**config.mk**
```make
export PLATFORM = sky130hd
export DESIGN_NAME = router_inject_sched
export DESIGN_NICKNAME = d
export VERILOG_FILES = /design/src/rtl/router_inject_sched_pkg.sv /design/src/rtl/inj_rr_arbiter.sv /design/src/rtl/router_inject_sched.sv
export SDC_FILE = /design/constraint.sdc
export NUM_CORES = 1
export LEC_CHECK = 0
export BUFFER_PORTS_ARGS = -buffer_cell sky130_fd_sc_hd__clkbuf_2
export CAP_MARGIN = 20
export CORE_AREA = 2 2 134 136
export CTS_CLUSTER_SIZE = 8
export DETAILED_ROUTE_END_ITERATION = 8
export DIE_AREA = 0 0 136 138
export PLACE_DENSITY_LB_ADDON = 0.1
export SLEW_MARGIN = 10
export SYNTH_ARGS = -nofsm -noshare
export SYNTH_HDL_FRONTEND = slang
export SYNTH_SLANG_ARGS = --single-unit
export TNS_END_PERCENT = 1
```
**constraint.sdc**
```tcl
create_clock -name clk -period 4.9 [get_ports clk]
set_clock_uncertainty 0.2 [all_clocks]
set_input_delay 0.735 -clock clk [delete_from_list [all_inputs] [get_ports clk]]
set_output_delay 0.735 -clock clk [all_outputs]
set_load 0.01 [all_outputs]
```
**src/rtl/router_inject_sched_pkg.sv**
```systemverilog
// Shared definitions for the injection scheduler: channel and credit-return
// field offsets, FSM state encoding and a constant clog2 helper.
package router_inject_sched_pkg;

  // Channel word, LSB first: valid, head, tail, vc, then payload.
  localparam int chan_valid_bit = 0;
  localparam int chan_head_bit  = 1;
  localparam int chan_tail_bit  = 2;
  localparam int chan_vc_lsb    = 3;

  // Credit return word, LSB first: valid, then vc.
  localparam int fc_valid_bit = 0;
  localparam int fc_vc_lsb    = 1;

  typedef enum logic [0:0] {
    IDLE = 1'b0,
    XFER = 1'b1
  } inj_state_e;

  function automatic int clog2(input int value);
    int r;
    r = 0;
    while ((1 << r) < value) r++;
    return r;
  endfunction

endpackage

```
**src/rtl/inj_rr_arbiter.sv**
```systemverilog
// Round-robin request/grant arbiter. The pointer names the highest-priority
// index; on an enabled grant it moves to the slot after the winner.
module inj_rr_arbiter #(
  parameter int num_requesters = 4,
  parameter int idx_width      = 2
) (
  input  logic                      clk,
  input  logic                      reset,
  input  logic [num_requesters-1:0] req,
  input  logic                      update,
  output logic                      grant_valid,
  output logic [idx_width-1:0]      grant_idx,
  output logic [idx_width-1:0]      rr_ptr
);

  int                   cand;
  logic [idx_width-1:0] cand_idx;

  // Pick the first requester at or after the pointer, wrapping around.
  always_comb begin
    grant_valid = 1'b0;
    grant_idx   = rr_ptr;
    cand        = 0;
    cand_idx    = '0;
    for (int k = 0; k < num_requesters; k++) begin
      cand = int'(rr_ptr) + k;
      if (cand >= num_requesters) cand = cand - num_requesters;
      cand_idx = idx_width'(cand);
      if (!grant_valid && req[cand_idx]) begin
        grant_valid = 1'b1;
        grant_idx   = cand_idx;
      end
    end
  end

  // Advance the pointer past the winner only when a grant is taken.
  always_ff @(posedge clk) begin
    if (reset) begin
      rr_ptr <= '0;
    end else if (update && grant_valid) begin
      rr_ptr <= (grant_idx == idx_width'(num_requesters - 1)) ? '0 : grant_idx + 1'b1;
    end
  end

endmodule

```
**src/rtl/router_inject_sched.sv**
```systemverilog
// Injection scheduler: wormhole round-robin over local sources onto one
// router input channel, with per-VC credit tracking and a sticky error flag.
//
// Source handshake: a flit transfers in a cycle where src_valid[i] and
// src_ready[i] are both high; src_ready never depends on src_data and the
// source must hold its flit stable until it transfers. The accepted flit
// appears on channel_out exactly one cycle later.
module router_inject_sched
  import router_inject_sched_pkg::*;
#(
  parameter int num_requesters  = 4,
  parameter int num_vcs         = 2,
  parameter int vc_idx_width    = 1,
  parameter int flit_data_width = 64,
  parameter int buf_depth       = 8,
  parameter int channel_width   = 3 + vc_idx_width + flit_data_width,
  parameter int flow_ctrl_width = 1 + vc_idx_width
) (
  input  logic                                      clk,
  input  logic                                      reset,
  input  logic [num_requesters-1:0]                 src_valid,
  input  logic [num_requesters-1:0]                 src_head,
  input  logic [num_requesters-1:0]                 src_tail,
  input  logic [num_requesters*vc_idx_width-1:0]    src_vc,
  input  logic [num_requesters*flit_data_width-1:0] src_data,
  output logic [num_requesters-1:0]                 src_ready,
  output logic [channel_width-1:0]                  channel_out,
  input  logic [flow_ctrl_width-1:0]                flow_ctrl_in,
  output logic                                      error
);

  localparam int cred_width    = clog2(buf_depth + 1);
  localparam int req_idx_width = (num_requesters > 1) ? clog2(num_requesters) : 1;
  localparam int data_lsb      = chan_vc_lsb + vc_idx_width;
  localparam logic [cred_width-1:0] cred_max = cred_width'(buf_depth);

  inj_state_e                         state, state_next;
  logic [num_vcs-1:0][cred_width-1:0] credits;
  logic [req_idx_width-1:0]           locked_src;
  logic [vc_idx_width-1:0]            locked_vc;
  logic [num_requesters-1:0]          eligible;
  logic [num_requesters-1:0]          arb_req;
  logic                               grant_valid;
  logic [req_idx_width-1:0]           grant_idx;
  logic [req_idx_width-1:0]           rr_ptr;
  logic                               send;
  logic [req_idx_width-1:0]           send_src;
  logic [vc_idx_width-1:0]            send_vc;
  logic                               send_head;
  logic                               send_tail;
  logic [flit_data_width-1:0]         send_data;
  logic [vc_idx_width-1:0]            grant_vc;
  logic                               proto_err;
  logic                               fc_valid;
  logic [vc_idx_width-1:0]            fc_vc;
  logic [num_vcs-1:0]                 cred_inc;
  logic [num_vcs-1:0]                 cred_dec;
  logic [num_vcs-1:0]                 cred_ovf;

  assign fc_valid = flow_ctrl_in[fc_valid_bit];
  assign fc_vc    = flow_ctrl_in[fc_vc_lsb +: vc_idx_width];

  // A head is eligible only if its VC has a downstream slot; packet starts
  // are arbitrated only while no packet holds the channel.
  always_comb begin
    eligible = '0;
    for (int i = 0; i < num_requesters; i++) begin
      eligible[i] = src_valid[i] & src_head[i] &
                    (credits[src_vc[i*vc_idx_width +: vc_idx_width]] != '0);
    end
    arb_req = (state == IDLE) ? eligible : '0;
  end

  inj_rr_arbiter #(
    .num_requesters (num_requesters),
    .idx_width      (req_idx_width)
  ) u_arb (
    .clk         (clk),
    .reset       (reset),
    .req         (arb_req),
    .update      (state == IDLE),
    .grant_valid (grant_valid),
    .grant_idx   (grant_idx),
    .rr_ptr      (rr_ptr)
  );

  // Select the VC and payload of the granted/locked source.
  always_comb begin
    grant_vc  = '0;
    send_data = '0;
    for (int i = 0; i < num_requesters; i++) begin
      if (grant_idx == req_idx_width'(i)) grant_vc = src_vc[i*vc_idx_width +: vc_idx_width];
      if (send_src == req_idx_width'(i)) send_data = src_data[i*flit_data_width +: flit_data_width];
    end
  end

  // FSM next state, ready generation and the flit to send this cycle.
  always_comb begin
    state_next = state;
    src_ready  = '0;
    send       = 1'b0;
    send_src   = '0;
    send_vc    = '0;
    send_head  = 1'b0;
    send_tail  = 1'b0;
    proto_err  = 1'b0;
    case (state)
      IDLE: begin
        if (grant_valid) begin
          src_ready[grant_idx] = 1'b1;
          send      = 1'b1;
          send_src  = grant_idx;
          send_vc   = grant_vc;
          send_head = 1'b1;
          send_tail = src_tail[grant_idx];
          if (!send_tail) state_next = XFER;
        end
        // A body flit waiting at the front of the rotation has no packet.
        if (src_valid[rr_ptr] && !src_head[rr_ptr]) proto_err = 1'b1;
      end
      XFER: begin
        // A second head inside a packet is flagged and forwarded as body.
        if (src_valid[locked_src] && src_head[locked_src]) proto_err = 1'b1;
        if (src_valid[locked_src] && credits[locked_vc] != '0) begin
          src_ready[locked_src] = 1'b1;
          send      = 1'b1;
          send_src  = locked_src;
          send_vc   = locked_vc;
          send_tail = src_tail[locked_src];
          if (send_tail) state_next = IDLE;
        end
      end
      default: state_next = IDLE;
    endcase
  end

  // State register and the packet lock taken on a head grant.
  always_ff @(posedge clk) begin
    if (reset) begin
      state      <= IDLE;
      locked_src <= '0;
      locked_vc  <= '0;
    end else begin
      state <= state_next;
      if (state == IDLE && grant_valid) begin
        locked_src <= grant_idx;
        locked_vc  <= grant_vc;
      end
    end
  end

  // Register the outgoing flit; idle cycles drive an all-zero word.
  always_ff @(posedge clk) begin
    if (reset) begin
      channel_out <= '0;
    end else begin
      channel_out <= '0;
      if (send) begin
        channel_out[chan_valid_bit]                <= 1'b1;
        channel_out[chan_head_bit]                 <= send_head;
        channel_out[chan_tail_bit]                 <= send_tail;
        channel_out[chan_vc_lsb +: vc_idx_width]   <= send_vc;
        channel_out[data_lsb +: flit_data_width]   <= send_data;
      end
    end
  end

  // Per-VC credit events; a return and a send on one VC cancel out.
  always_comb begin
    cred_inc = '0;
    cred_dec = '0;
    cred_ovf = '0;
    for (int v = 0; v < num_vcs; v++) begin
      cred_inc[v] = fc_valid && (fc_vc == vc_idx_width'(v));
      cred_dec[v] = send && (send_vc == vc_idx_width'(v));
      cred_ovf[v] = cred_inc[v] && !cred_dec[v] && (credits[v] == cred_max);
    end
  end

  // Credit counters saturate at the router buffer depth.
  always_ff @(posedge clk) begin
    if (reset) begin
      for (int v = 0; v < num_vcs; v++) credits[v] <= cred_max;
    end else begin
      for (int v = 0; v < num_vcs; v++) begin
        if (cred_inc[v] && !cred_dec[v] && credits[v] != cred_max) begin
          credits[v] <= credits[v] + 1'b1;
        end else if (cred_dec[v] && !cred_inc[v]) begin
          credits[v] <= credits[v] - 1'b1;
        end
      end
    end
  end

  // Sticky error until reset.
  always_ff @(posedge clk) begin
    if (reset) begin
      error <= 1'b0;
    end else if (proto_err || (|cred_ovf)) begin
      error <= 1'b1;
    end
  end

endmodule

```
==> results.md <==
* Max-slew headroom at the worst pin at 0.6168
* Layout area overhead at 50.89%
* Distinct cell type count after synthesis at 51
* Number of nets at the end of the flow at 1098
* Clk sink count at 83
* Post-route antenna net violation count at 0
* Drc violations at 0
* Die area at between 0.015 and 0.02 sq mm
* Commonest register cell after synthesis: sky130_fd_sc_hd__dfxtp_1
* Critical path launch point type: flop
* Endpoint class of the critical path: flop
* Worst min-delay path category: flop to flop
* Routed wire length at 18980 um
* Post-DP HPWL at 15420 um
* Total number of H-tree levels at 3
* Global-route wire length before repair at 28300 um
* Peak per-stage delay on the critical path at 580 ps
* Maximum capacitance violations at 0
* Power per Cell Area at 533.3 mW/mm^2
* Endpoints failing hold at 0
* Avg Vias per Cell at roughly 4.8
* Clock period minus worst slack at approximately 4700 ps
* Clock-pin slew reported for the worst setup and hold paths after clock tree synthesis at about 70 ps
* Ant diodes at 0
* FF-to-FF setup slack at 250 ps
* Die Ht at ~140 um
* Via total after detailed routing at 5059
* Worst vdd ir at ~0.0002 V
* Worst r2r src: credits[4]
* Fillers at 1844
* CTS tree: yes
* Latest clock arrival within the worst-skew pair at 350 ps
* Mapped Cells at ~470
* Source of the worst hold timing path: locked_vc
* Share of the clock period used by the worst path at 0.9494
* Overall Global Routing Usage at 0.1982
* Number of ports placed on the die boundary at between 300 and 400
* Core Area at 0.01753 sq mm
* Fraction of the core area covered by cells at the end of the flow at 0.4014
* Count of flip-flops with a built-in enable after synthesis at 0
* Leakage power at ~0.0035 uW
* Horiz. Die Dim at between 100 and 150 um
* Final number of max-transition violations at 0
* Fmax at around 210 MHz
* Worst setup margin at about 250 ps
* Antenna violations before repair at 0
* # hold bufs at CTS at 0
* Number of buffers inserted by port buffering at approximately 350
* Slowest cell on the critical path: sky130_fd_sc_hd__or4_4
* Synth async-reset ratio at 0
* Fin area at just over 0.007 sq mm
* Clock tree root driver cell: sky130_fd_sc_hd__clkbuf_16
* Register area share after synthesis at 0.3562
* Maximum net fanout on the critical path at 8
* Post-placement cell area at about 0.0067 sq mm
* Startpoint of the most critical setup path: credits[4]
* Gr ovfl total at 0
* Cell area after technology mapping at roughly 0.0047 sq mm
* Layout cell share with drive strength beyond 1 at 0.4963
* Initial DRC count at approximately 210
* Unrepaired setup endpoints after global routing: no
* Cells along the critical path: or4_4 > mux2i_1 > nor3_1 > buf_4 > a311o_1 > o211ai_1 > inv_1 > ha_1 > a21oi_1 > o21ai_0 > a22o_1 > o41a_1 > or4_4 > ha_1 > a21o_1 > a21oi_2 > nand3_1 > o21ai_1 > mux2i_1
* Flip-flop and latch count after synthesis at 83
* Yosys warning total at 0
* Outcome: completed
* Final worst hold slack at between 300 and 400 ps
* Number of global-route vias before repair at approximately 5000
* Number of core rows at 49
* Minimum setup slack after placement at around 20 ps
* TritonCTS Buffers at 9
* Drt wl/cell at roughly 18 um
* Data arrival time of the critical path at 4730 ps
* Maximum number of pins on one net before global-route repair at 47
* Transition time at the pin with the least slew margin at between 500 and 600 ps
* Total negative setup slack at 0 ps
* Synth Net Count at 755
* # setup viols final at 0
* Initial standard-cell utilization of the core at 0.2660
* Drt first pass iters at 4
* Final GP Congestion at 0.8440
* Kind of critical path: flop to flop
* Required time of the critical path at between 4000 and 5000 ps
* Buffer levels on the longest clock path at 2
* Mean Syn Cell Area at 9.946 sq um
[cell usage after synthesis (2+ instances only)]
master | n | share of area
sky130_fd_sc_hd__a211oi_1 | 3 | 0.0048
sky130_fd_sc_hd__a211oi_2 | 2 | 0.0054
sky130_fd_sc_hd__a21o_1 | 4 | 0.0064
sky130_fd_sc_hd__a21oi_1 | 13 | 0.014
sky130_fd_sc_hd__a22o_1 | 2 | 0.0038
sky130_fd_sc_hd__a311o_1 | 2 | 0.0043
sky130_fd_sc_hd__a32o_1 | 2 | 0.0043
sky130_fd_sc_hd__and2_1 | 2 | 0.0027
sky130_fd_sc_hd__and4b_1 | 2 | 0.0043
sky130_fd_sc_hd__buf_2 | 24 | 0.026
sky130_fd_sc_hd__buf_4 | 4 | 0.0064
sky130_fd_sc_hd__clkbuf_1 | 8 | 0.0064
sky130_fd_sc_hd__dfxtp_1 | 83 | 0.36
sky130_fd_sc_hd__fa_1 | 2 | 0.0086
sky130_fd_sc_hd__ha_1 | 8 | 0.021
sky130_fd_sc_hd__inv_1 | 9 | 0.0072
sky130_fd_sc_hd__mux2i_1 | 141 | 0.30
sky130_fd_sc_hd__mux4_2 | 3 | 0.014
sky130_fd_sc_hd__nand2_1 | 14 | 0.011
sky130_fd_sc_hd__nand2b_1 | 2 | 0.0027
sky130_fd_sc_hd__nand3_1 | 2 | 0.0021
sky130_fd_sc_hd__nand4b_1 | 2 | 0.0038
sky130_fd_sc_hd__nor2_1 | 24 | 0.019
sky130_fd_sc_hd__nor2b_1 | 3 | 0.0040
sky130_fd_sc_hd__nor3_1 | 5 | 0.0054
sky130_fd_sc_hd__nor4_1 | 2 | 0.0027
sky130_fd_sc_hd__nor4b_1 | 2 | 0.0038
sky130_fd_sc_hd__o21ai_0 | 2 | 0.0021
sky130_fd_sc_hd__o21ai_1 | 5 | 0.0054
sky130_fd_sc_hd__o22ai_1 | 66 | 0.089
sky130_fd_sc_hd__o31ai_1 | 2 | 0.0032
sky130_fd_sc_hd__or4_1 | 2 | 0.0032
sky130_fd_sc_hd__or4_4 | 2 | 0.0048
sky130_fd_sc_hd__xnor2_1 | 2 | 0.0038
sky130_fd_sc_hd__xor2_1 | 2 | 0.0038
[flip-flops by register name, indices dropped and copies added (netlist names)]
register / flops
channel_out: 68
u_arb.rr_ptr: 2
credits: 8
locked_vc: 1
state: 1
locked_src: 2
error: 1
[what timing repair did]
item | 4_1_cts | 5_1_grt
setup buffers | 0 | 5
gates resized for setup | 0 | 10
endpoints found under the setup margin | 0 | 3
[area by class of cell]
cell class,instances,area [sq um],area share
Multi-Input combinational cell,340,2825,0.4014
Timing Repair Buffer,369,1937,0.2752
Sequential cell,83,1665,0.2366
Tap cell,229,286.5,0.04071
Clock buffer,9,225.2,0.03200
Clock inverter,6,65.06,0.009244
Inverter,9,33.78,0.004800
[metal layers]
metal / part of all wire / vias up / GRT usage
met2: 0.51 / 201 / 0.3451
met4: 0.022 / 0 / 0.06524
li1: - / 2459 / -
met1: 0.40 / 2376 / 0.2362
met3: 0.070 / 23 / 0.04950
met5: 0 / - / 0
[cell families (layout without fill, tap and decap cells)]
family / after synthesis / count (layout) / share of synthesized area
and+or+nand+nor: 70 / 70 / 0.08021
AOI/OAI and AO/OA: 112 / 112 / 0.1607
adders and majority gates: 10 / 10 / 0.03004
xor gates and xnor gates: 4 / 4 / 0.007512
buffers and inverters: 46 / 393 / 0.04828
muxes: 144 / 144 / 0.3171
DFF: 83 / 83 / 0.3562
[where the power goes]
group	internal, uW	switching [uW]
logic	963	1080
registers	907	120
clock network	393	288
[through the flow]
stage,power [uW],cells
CTS,3744,1040
detailed placement,3044,1025
global placement,3024,1025
finish,3754,1045
floorplan,2374,469
global route,4013,1045
[worst paths after layout]
path | cells past startpoint | endpoint
worst min register to register | 2 | locked_vc
worst max-delay path | 19 | credits[7]
worst max register to register | 19 | credits[7]
worst min-delay path | 2 | locked_vc
[placed cells by master, fill, tap and decap left out, drive strengths merged, types with 3 or more instances in the layout]
| master | instances |
|---|---|
| a21o | 4 |
| mux4 | 3 |
| nor3 | 5 |
| clkbuf | 357 |
| nor2 | 24 |
| dfxtp | 83 |
| nor4 | 3 |
| or4 | 4 |
| a211oi | 5 |
| o21ai | 7 |
| nand2 | 14 |
| buf | 21 |
| clkinv | 3 |
| mux2i | 141 |
| nor2b | 3 |
| o22ai | 66 |
| inv | 10 |
| ha | 8 |
| a21oi | 13 |
[critical path, delay by kind of cell (launching register included)]
kind                       cells  cell delay, ps
and+or+nand+nor                4            1350
DFF                            1             360
AOI/OAI and AO/OA              9            1460
adders and majority gates      2             540
buffers and inverters          2             300
muxes                          2             340
Note: power is estimated with default switching activity, not from simulation.
